<file path="config.mk">
export PLATFORM = sky130hd
export DESIGN_NAME = bin_to_dec_seq
export DESIGN_NICKNAME = d
export VERILOG_FILES = /design/src/rtl/bin_to_dec_seq.sv
export SDC_FILE = /design/constraint.sdc
export NUM_CORES = 1
export LEC_CHECK = 0
export ABC_AREA = 1
export ABC_CLOCK_PERIOD_IN_PS = 2400
export CAP_MARGIN = 20
export CORE_ASPECT_RATIO = 0.9
export CORE_UTILIZATION = 54
export CTS_CLUSTER_SIZE = 12
export DETAILED_ROUTE_END_ITERATION = 16
export PLACE_DENSITY = 0.89
export SETUP_SLACK_MARGIN = 0.2
export SLEW_MARGIN = 0
export SYNTH_ARGS = -nofsm -noshare
export SYNTH_HDL_FRONTEND = slang
export SYNTH_SLANG_ARGS = --single-unit
export TNS_END_PERCENT = 50
</file>
<file path="constraint.sdc">
create_clock -name clk -period 2.4 [get_ports clk]
set_clock_uncertainty 0.1 [all_clocks]
set_input_delay 0.36 -clock clk [delete_from_list [all_inputs] [get_ports clk]]
set_output_delay 0.36 -clock clk [all_outputs]
set_load 0.02 [all_outputs]
</file>
<file path="src/rtl/bin_to_dec_seq.sv">
// Sequential binary-to-BCD converter (double dabble, one bit per clock) driving active-low 7-segment digits.
// Optional leading-zero blanking is enabled by defining BIN_TO_DEC_BLANK_EN.
module bin_to_dec_seq #(
   parameter int WIDTH  = 8,
   parameter int DIGITS = 3
) (
   input  logic                  clk,
   input  logic                  rst_n,
   input  logic                  start,
   input  logic [WIDTH-1:0]      bin,
   output logic                  busy,
   output logic                  done,
   output logic                  ovf,
   output logic [4*DIGITS-1:0]   bcd,
   output logic [7*DIGITS-1:0]   hex
);

   localparam int SW = 4*DIGITS + WIDTH;
   localparam int CW = $clog2(WIDTH + 1);
   localparam logic [6:0] SEG_DASH  = 7'b0111111;
   localparam logic [6:0] SEG_BLANK = 7'b1111111;

   typedef enum logic {IDLE, CONV} state_t;

   function automatic logic [6:0] seg7(input logic [3:0] d);
      logic [6:0] s;
      case (d)
         4'd0:    s = 7'b1000000;
         4'd1:    s = 7'b1111001;
         4'd2:    s = 7'b0100100;
         4'd3:    s = 7'b0110000;
         4'd4:    s = 7'b0011001;
         4'd5:    s = 7'b0010010;
         4'd6:    s = 7'b0000010;
         4'd7:    s = 7'b1111000;
         4'd8:    s = 7'b0000000;
         4'd9:    s = 7'b0010000;
         default: s = SEG_BLANK;
      endcase
      return s;
   endfunction

   // Add-3 correction on every BCD digit field; binary part below is untouched.
   function automatic logic [SW-1:0] dabble_adjust(input logic [SW-1:0] s);
      logic [SW-1:0] r;
      logic [3:0]    d;
      r = s;
      for (int i = 0; i < DIGITS; i++) begin
         d = s[WIDTH+4*i +: 4];
         if (d >= 4'd5)
            r[WIDTH+4*i +: 4] = d + 4'd3;
      end
      return r;
   endfunction

   function automatic logic [7*DIGITS-1:0] reset_hex();
      logic [7*DIGITS-1:0] h;
      for (int i = 0; i < DIGITS; i++) begin
`ifdef BIN_TO_DEC_BLANK_EN
         h[7*i +: 7] = (i == 0) ? seg7(4'd0) : SEG_BLANK;
`else
         h[7*i +: 7] = seg7(4'd0);
`endif
      end
      return h;
   endfunction

   localparam logic [7*DIGITS-1:0] RST_HEX = reset_hex();

   state_t              state_q, state_d;
   logic [SW-1:0]       sr_q;
   logic [CW-1:0]       cnt_q;
   logic                ovf_acc_q;

   logic [SW-1:0]       adj;
   logic [SW-1:0]       step;
   logic                carry;
   logic                last;
   logic                accept;
   logic                ovf_next;
   logic [4*DIGITS-1:0] bcd_next;
   logic [7*DIGITS-1:0] hex_next;
   logic                lead;
   logic [3:0]          dig;

   assign busy = (state_q == CONV);

   always_comb begin
      state_d  = state_q;
      adj      = dabble_adjust(sr_q);
      step     = {adj[SW-2:0], 1'b0};
      carry    = adj[SW-1];
      accept   = (state_q == IDLE) && start;
      last     = (state_q == CONV) && (cnt_q == CW'(1));
      ovf_next = ovf_acc_q | carry;
      bcd_next = step[SW-1 -: 4*DIGITS];

      case (state_q)
         IDLE:    if (start) state_d = CONV;
         CONV:    if (last)  state_d = IDLE;
         default: state_d = IDLE;
      endcase
   end

   // Segment encoding of the result about to be registered; the dash overrides everything.
   always_comb begin
      hex_next = '0;
      lead     = 1'b1;
      dig      = '0;
      for (int i = DIGITS-1; i >= 0; i--) begin
         dig = bcd_next[4*i +: 4];
`ifdef BIN_TO_DEC_BLANK_EN
         if (lead && (i > 0) && (dig == 4'd0)) begin
            hex_next[7*i +: 7] = SEG_BLANK;
         end else begin
            hex_next[7*i +: 7] = seg7(dig);
            lead = 1'b0;
         end
`else
         hex_next[7*i +: 7] = seg7(dig);
         lead = 1'b0;
`endif
         if (ovf_next)
            hex_next[7*i +: 7] = SEG_DASH;
      end
   end

   always_ff @(posedge clk or negedge rst_n) begin
      if (!rst_n) begin
         state_q <= IDLE;
         done    <= 1'b0;
         ovf     <= 1'b0;
         bcd     <= '0;
         hex     <= RST_HEX;
      end else begin
         state_q <= state_d;
         done    <= last;
         if (last) begin
            bcd <= bcd_next;
            hex <= hex_next;
            ovf <= ovf_next;
         end
      end
   end

   // Working register, bit counter and carry-out accumulator; only meaningful while converting.
   always_ff @(posedge clk) begin
      if (accept) begin
         sr_q      <= {{(4*DIGITS){1'b0}}, bin};
         cnt_q     <= CW'(WIDTH);
         ovf_acc_q <= 1'b0;
      end else if (state_q == CONV) begin
         sr_q      <= step;
         cnt_q     <= cnt_q - CW'(1);
         ovf_acc_q <= ovf_next;
      end
   end

endmodule

</file>
## Word level (Yosys, flattened, before mapping)

Memory sizes are Yosys's and may differ from the RTL's.
Cells that the tools add are included.

| storage, ports and cells | value |
|---|---|
| memories | 3 |
| word-level logic and storage cells | 36 |
| memory bits (read-only) | 336 |
| register bits after elaboration | 61 |

| operators by class | value |
|---|---|
| $lt $le $gt $ge | 3 |
| mux-type cells | 11 |
| bitwise logic cells | 2 |
| reduce and logical (&&, ||, !) cells | 3 |
| $add $sub $neg | 4 |
| equality and inequality tests | 1 |

Memory list:

| memory | depth | bits a word | read ports | clocked after memory_dff | wr ports | RTL line | RTL |
|---|---|---|---|---|---|---|---|
| (name not given) | 16 | 7 | 1 | 0 | 0 | 27 | `case (d)` |
| (name not given) | 16 | 7 | 1 | 0 | 0 | 27 |  |
| (name not given) | 16 | 7 | 1 | 0 | 0 | 27 |  |

Operators by type and width:

| cell | count |
|---|---|
| 2-to-1 mux 7 bit | 3 |
| 2-to-1 mux 8 bit | 2 |
| adder 4 x 2 -> 4 bit (second input constant) | 3 |
| >= comparator 4 x 3 -> 1 bit (second input constant) | 3 |
| 2-to-1 mux 4 bit | 3 |
| equality test 4 x 1 -> 1 bit (second input constant) | 1 |
| subtractor 4 x 1 -> 4 bit (second input constant) | 1 |
| logical AND 1 bit | 2 |
| 2-to-1 mux 1 bit | 2 |
| one-hot mux 1 bit (2 select lines) | 1 |
| nonzero test 2 bit | 1 |
| inverter 1 bit | 1 |
| OR 1 bit | 1 |

## Logic depth before layout (Yosys ltp)

Gate-level depths: netlist (run 1).

| logic depth | value |
|---|---|
| depth in word-level cells | 4 |
| depth in mapped cells | 15 |
| gate-level depth less buffers | 15 |

## Worst setup path after synthesis (run 1)

Ideal clock, no wire load.

| timing path | value |
|---|---|
| kind | reg2reg |
| from | register sr_q[12] |
| to | register hex[10] |
| path slack | 0.535 ns |
| period minus slack after synthesis | 1.865 ns |
| arrival | 1.653 ns |
| stages on the path, launching flop included | 16 |
| library setup time | 0.113 ns |
| buffers on the path | 0 |
| path through | dfxtp_1 inv_1 ha_1 inv_1 nand2_1 nand3_2 nand2_1 nand2_1 inv_1 ha_1 inv_1 nand2_1 nand3_1 nand3_1 nand2_1 inv_1 |

| on the way | value |
|---|---|
| longest elaborated chain between the ends | 4 |

RTL lines:

| item | RTL line | RTL |
|---|---|---|
| start, declared | 71 | `logic [SW-1:0] sr_q;` |
| start signal, assigned | 149 | `sr_q <= {{(4*DIGITS){1'b0}}, bin};` |
| start signal, assigned | 153 | `sr_q <= step;` |
| adder 4 x 2 -> 4 bit / >= comparator 4 x 3 -> 1 bit (equally long branches) | 51, 50 |  |
| 2-to-1 mux 4 bit (*) | 50 | `if (d >= 4'd5)` |
| memory (16 x 7 bit) (*) | -- |  |
| 2-to-1 mux 7 bit (*) | 123 | `if (ovf_next)` |
| end signal, assigned | 140 | `hex <= hex_next;` |
| end, declared | 15 | `output logic [7*DIGITS-1:0] hex` |

Every way passes the cells marked *; elsewhere a longest branch is shown, timed or not.
A chain may end at the register's enable or synchronous reset.

## Worst setup path after layout (run 1)

| timing path | value |
|---|---|
| from | register sr_q[17] |
| to | register hex[16] |

| on the way | value |
|---|---|
| longest elaborated chain between the ends | 4 |

RTL lines:

| item | RTL line | RTL |
|---|---|---|
| >= comparator 4 x 3 -> 1 bit | 50 |  |
| 2-to-1 mux 4 bit | 50 |  |
| via adj[16] | 75 | `logic [SW-1:0] adj;` |
| memory (16 x 7 bit) | -- |  |
| 2-to-1 mux 7 bit | 123 |  |

The timed path passes the listed nets, and every way through them passes these cells.

==> flow_metrics.tcl, run 1 <==
set metrics [dict create \
    intPower_mw 3.33 \
    required_ps 2540 \
    syn_area_per_cell_um2 8.16 \
    swShare_pct 48.3 \
    synth-async-reset-ratio_pct 59.0 \
    drtIter0Drc 218 \
    rows 26 \
    reg2regPathDepth 12 \
    combPwrFrac_pct 59.3 \
    yosysWarnings 0 \
    worst_path_most_repeated_cell "inv_1" \
    vias 2813 \
    maxSlewHeadroom_pct 64.5 \
    total_leakage_power_nw 1.88 \
    whs_ps 334 \
    cap_violations 0 \
    io_pins 47 \
    grt_first_pass_wirelength_um 11800 \
    track_usage_pct 24.2 \
    path_class "flip-flop to flip-flop" \
    arrival_ps 2260 \
    syn-cell-area_um2 3180 \
    ir_drop_uv 803 \
    hpwl_um 4900 \
    cp_num_buf_inv 3 \
    p_seq_share_pct 28.2 \
    clock.fmax_mhz 471 \
    synth_edf_count 8 \
    clock-sinks 61 \
    wire_per_inst_um 14.1 \
    worstPathMaxFanout 8 \
    syn-num-nets 423 \
    seq_area_frac_synth_pct 46.7 \
    grt_pass1_vias 2703 \
    rr_startpoint "sr_q[17]$_SDFFE_PP0P_" \
    final_max_slew_viol_count 0 \
    port-buffer-count 46 \
    regToRegSetupSlack_ps 280 \
    synthTopCellsByCount "114 x nand2_1, 48 x inv_1, 33 x dfrtp_1" \
    clk_pin_slew_worst_paths_ps 70 \
    cts_setup_buffers 0 \
    synth_cell_types 31 \
    rsz0062_at_grt "true" \
    cp_slowest_stage_delay_ps 320 \
    worst_pin_slew_ps 532 \
    grt-ovfl-total 0 \
    synth_top_flop_cell "dfrtp_1" \
    core_um2 5690 \
    die_w_um 82.9 \
    synth.ff_latch_count 61 \
    nets 477 \
    cts_tree "built" \
    worst_slack_ps 276 \
    antenna_found_initial 0 \
    insertion_delay_ps 340 \
    setup_tns_ps 0 \
    drc 0 \
    min_path_type "input port to async pin" \
    period_needed_ps 2120 \
    grt_max_degree 37 \
    startpoint_type "flip-flop" \
    fin_area_um2 3920 \
    root_buffer "clkbuf_8" \
    clockPowerShare_pct 12.6 \
    synth_most_common_cell "nand2_1" \
    dr.pass1.iters 5 \
    setup-violations-final 0 \
    synth_top_area_share_pct 26.0 \
    status "finished, final reports clean" \
    switching_power_mw 3.12 \
    n_antenna_cell 0 \
    netlist_top_cells_area "dfrtp_1 26%, nand2_1 13%, dfxtp_1 11%" \
    fin_crit_sh_pct 88.5 \
    fp.dieArea_um2 6200 \
    worstSetupEndpointType "flip-flop" \
    die_h_um 74.8 \
    regToRegEndpoint "hex[16]$_DFFE_PN0P_" \
    layout-drive-gt1-share_pct 13.4 \
    cts_buffers 9 \
    pre_cts_slack_ps 220 \
    gp_congestion 0.859 \
    cts.htree.levels 3 \
    antenna_left 0 \
    areaGrowthSynthToFinish_pct 23.1 \
    nFillCells 425 \
    clockBufferDepth 2 \
    vias_per_cell 5.43 \
    cp_cell_sequence "inv_1, ha_1, inv_1, nand2_1, nand3_4, xor2_4, inv_1, ha_1, nand2_1, nor2_1, nor2_2, nor2_1" \
    crit_family "simple AND/OR/NAND/NOR gates" \
    drt-total-wl_um 7300 \
    finalHoldViolCount 0 \
    start_util_pct 55.9 \
    netlist_instances 390 \
    power.total_mw 6.45 \
    post_dp_cell_area_um2 3730 \
    synth_top_area_cell "dfrtp_1" \
    cp_slowest_cell "dfxtp_1" \
    power.density_nw_per_um2 1650 \
    cts_hold_buf 0 \
]
per-layer routing:
layer / share of wire, % / GRT usage [%] / up-vias / routed length, µm
met5: 0 / 0 / - / 0
met4: 3.7 / 14.9 / 0 / 267
met3: 4.6 / 6.14 / 29 / 338
met2: 50 / 41.6 / 99 / 3630
met1: 42 / 28.1 / 1321 / 3060
li1: - / - / 1364 / -
flip-flops by register name (all words and copies together) (netlist names):
name and cells:
bcd 12, busy 1, cnt_q 4, done 1
hex 21, ovf 1, ovf_acc_q 1, sr_q 20
worst max-delay path by stage:
stage	from	to	cells after the start
2_1_floorplan	sr_q[12]$_SDFFE_PP0P_	hex[10]$_DFFE_PN0P_	15
3_3_place_gp	sr_q[12]$_SDFFE_PP0P_	hex[10]$_DFFE_PN0P_	15
3_5_place_dp	sr_q[12]$_SDFFE_PP0P_	hex[10]$_DFFE_PN0P_	15
4_1_cts	sr_q[8]$_SDFFE_PP0P_	hex[3]$_DFFE_PN0P_	13
5_1_grt	sr_q[17]$_SDFFE_PP0P_	hex[16]$_DFFE_PN0P_	12
6_report	sr_q[17]$_SDFFE_PP0P_	hex[16]$_DFFE_PN0P_	12
cells by family after synthesis:
group / Yosys count / share of synthesized area, %
adders and majority gates: 22 / 8.65
and+or+nand+nor: 196 / 27.1
AOI/OAI and AO/OA: 50 / 9.24
DFF: 61 / 46.7
xor gates and xnor gates: 1 / 0.865
buffers and inverters: 60 / 7.43
power groups by stage:
stage | logic (mW) | clock network (mW) | registers, mW
finish | 3.82 | 0.811 | 1.82
global route | 4.22 | 0.857 | 1.87
CTS | 3.73 | 0.807 | 1.80
detailed placement | 3.64 | 0 | 1.82
global placement | 3.47 | 0 | 1.80
floorplan | 2.30 | 0 | 2.05
final cells by class:
class	count	area, µm²	area share, %
clock inverter	2	10.0	0.256
inverter	52	195	4.98
clock buffer	13	159	4.06
tap	70	87.6	2.24
timing repair buffer	51	498	12.7
sequential	61	1490	38.0
multi-input combinational	269	1480	37.7
metrics by stage:
step,instances,utilization (%)
3_5_place_dp,503,65.5
5_1_grt,518,68.8
6_report,518,68.8
3_3_place_gp,503,65.5
2_1_floorplan,390,-
4_1_cts,518,68.5
timing repair:
action | CTS | global route
setup endpoints to repair | 1 | 16
resized for setup | 2 | 9
endpoints found under the hold margin | 0 | 0
placed cells by master (no fill, tap or decap), drive strengths merged, types with 2 or more instances in the layout:
master / count
a21oi: 12
buf: 5
clkbuf: 13
clkdlybuf4s50: 46
clkinv: 3
dfrtp: 33
dfstp: 3
dfxtp: 17
edfxtp: 8
ha: 22
inv: 51
nand2: 121
nand3: 32
nand4: 7
nor2: 28
o211ai: 3
o21ai: 18
o21bai: 2
o22ai: 13
or2: 8
No activity file was read; power rests on OpenSTA's default activity.
==> run 2: changes to the inputs <==
RECOVER_POWER = 100   (was not set)
==> flow_metrics.tcl, run 2 (synthesized netlist as in run 1, its figures left out) <==
set metrics [dict create \
    antenna_found_initial 0 \
    core_um2 5690 \
    whs_endpoint "hex[20]$_DFFE_PN1P_" \
    final_max_slew_viol_count 0 \
    drc 0 \
    top_regs "hex (21), sr_q (20), bcd (12)" \
    worst_path_most_repeated_cell "nand2_1" \
    whs_ps 371 \
    grt_pass1_vias 2703 \
    cp_cell_sequence "inv_1, ha_1, inv_1, nand2_2, nand3_2, nand2_1, nand2_1, inv_1, ha_1, nand2_1, nand2_1, nand2_1, a21oi_1" \
    clockBufferDepth 2 \
    cp_slowest_stage_delay_ps 370 \
    worstPathMaxFanout 7 \
    ir_drop_uv 797 \
    min_path_type "flip-flop to flip-flop" \
    fin_crit_sh_pct 91.6 \
    mostFrequentLayoutCell "nand2_1" \
    io_pins 47 \
    cap_violations 0 \
    clk_pin_slew_worst_paths_ps 70 \
    grt_first_pass_wirelength_um 11800 \
    layout_common_cells "113 x nand2_1, 48 x inv_1, 38 x dlygate4sd3_1, 33 x dfrtp_1, 29 x nand3_1" \
    areaGrowthSynthToFinish_pct 21.9 \
    clock-sinks 61 \
    arrival_ps 2370 \
    die_w_um 82.9 \
    port-buffer-count 46 \
    cts_tree "built" \
    setup-violations-final 0 \
    regToRegSetupSlack_ps 200 \
    top_register "hex" \
    cts_hold_buf 0 \
    root_buffer "clkbuf_8" \
    nFillCells 438 \
    cp_slowest_cell "dfxtp_1" \
    drtIter0Drc 206 \
    dr.pass1.iters 4 \
    grt_max_degree 37 \
    post_dp_cell_area_um2 3730 \
    die_h_um 74.8 \
    layout-drive-gt1-share_pct 10.7 \
    worstSetupEndpointType "flip-flop" \
    gp_congestion 0.859 \
    rows 26 \
    fp.dieArea_um2 6200 \
    finalHoldViolCount 0 \
    n_antenna_cell 0 \
    required_ps 2570 \
    nets 477 \
    wire_per_inst_um 14.1 \
    regToRegEndpoint "hex[3]$_DFFE_PN0P_" \
    worst_pin_slew_ps 980 \
    period_needed_ps 2200 \
    rr_startpoint "sr_q[9]$_SDFFE_PP0P_" \
    rsz0062_at_grt "true" \
    maxSlewHeadroom_pct 34.6 \
    total_leakage_power_nw 1.87 \
    setup_tns_ps 0 \
    vias 2787 \
    power.density_nw_per_um2 1620 \
    antenna_left 0 \
    whs_path_depth 2 \
    hpwl_um 4900 \
    clock.fmax_mhz 455 \
    start_util_pct 55.9 \
    path_class "flip-flop to flip-flop" \
    drt-total-wl_um 7320 \
    largest_reg_flops 21 \
    fin_area_um2 3880 \
    reg2regPathDepth 13 \
    insertion_delay_ps 340 \
    startpoint_type "flip-flop" \
    cts_buffers 9 \
    grt-ovfl-total 0 \
    track_usage_pct 24.2 \
    status "finished, final reports clean" \
    hp-start "hex[20]$_DFFE_PN1P_" \
    cts.htree.levels 3 \
    vias_per_cell 5.38 \
]
run 2: through the flow:
stage | cells | total power [mW] | util, % | worst slack (ps)
3_5_place_dp | 503 | 5.46 | 65.5 | 220
4_1_cts | 518 | 6.34 | 68.5 | 238
6_report | 518 | 6.28 | 68.2 | 201
2_1_floorplan | 390 | 4.35 | - | 535
3_3_place_gp | 503 | 5.27 | 65.5 | 348
5_1_grt | 518 | 6.80 | 68.2 | 63.0
run 2: routing by layer:
| metal | up-vias | part of all wire [%] | track usage (%) |
|---|---|---|---|
| met1 | 1310 | 41 | 28.1 |
| met5 | - | 0 | 0 |
| met2 | 87 | 51 | 41.6 |
| li1 | 1365 | - | - |
| met3 | 25 | 4.8 | 6.14 |
| met4 | 0 | 3.3 | 14.9 |
run 2: worst max-delay path by stage:
stage / from / endpoint / slack, ps
3_5_place_dp: sr_q[12]$_SDFFE_PP0P_ / hex[10]$_DFFE_PN0P_ / 220
3_3_place_gp: sr_q[12]$_SDFFE_PP0P_ / hex[10]$_DFFE_PN0P_ / 350
6_report: sr_q[9]$_SDFFE_PP0P_ / hex[3]$_DFFE_PN0P_ / 200
5_1_grt: sr_q[9]$_SDFFE_PP0P_ / hex[3]$_DFFE_PN0P_ / 60
2_1_floorplan: sr_q[12]$_SDFFE_PP0P_ / hex[10]$_DFFE_PN0P_ / 530
4_1_cts: sr_q[8]$_SDFFE_PP0P_ / hex[3]$_DFFE_PN0P_ / 240
run 2: worst max-delay path: cells and delay by family, from the launching register on:
family | cells | cell delay [ps]
adder cells (fa/ha/maj) | 2 | 510
buffers and inverters | 3 | 340
AO/OA/AOI/OAI | 1 | 140
AND/OR/NAND/NOR | 7 | 680
flip-flops | 1 | 370
run 2: power by group:
group / total [mW] / switching [mW] / internal [mW] / leakage, nW
Combinational: 3.67 / 2.40 / 1.27 / 1.15
Clock: 0.809 / 0.387 / 0.423 / 0.0893
Sequential: 1.80 / 0.272 / 1.53 / 0.625
run 2: repair_timing:
action | 4_1_cts | 5_1_grt
setup buffers | 0 | 0
setup endpoints to repair | 1 | 16
gates resized for setup | 2 | 9
hold endpoints to repair | 0 | 0
gates cloned | 0 | 0
run 2: layout make-up:
type,instances,area [µm²],area share (%)
clock buffer,13,159,4.10
inverter,52,195,5.03
tap,70,87.6,2.26
timing repair buffer,51,488,12.6
sequential,61,1490,38.4
multi-input combinational,269,1450,37.4
clock inverter,2,10.0,0.258
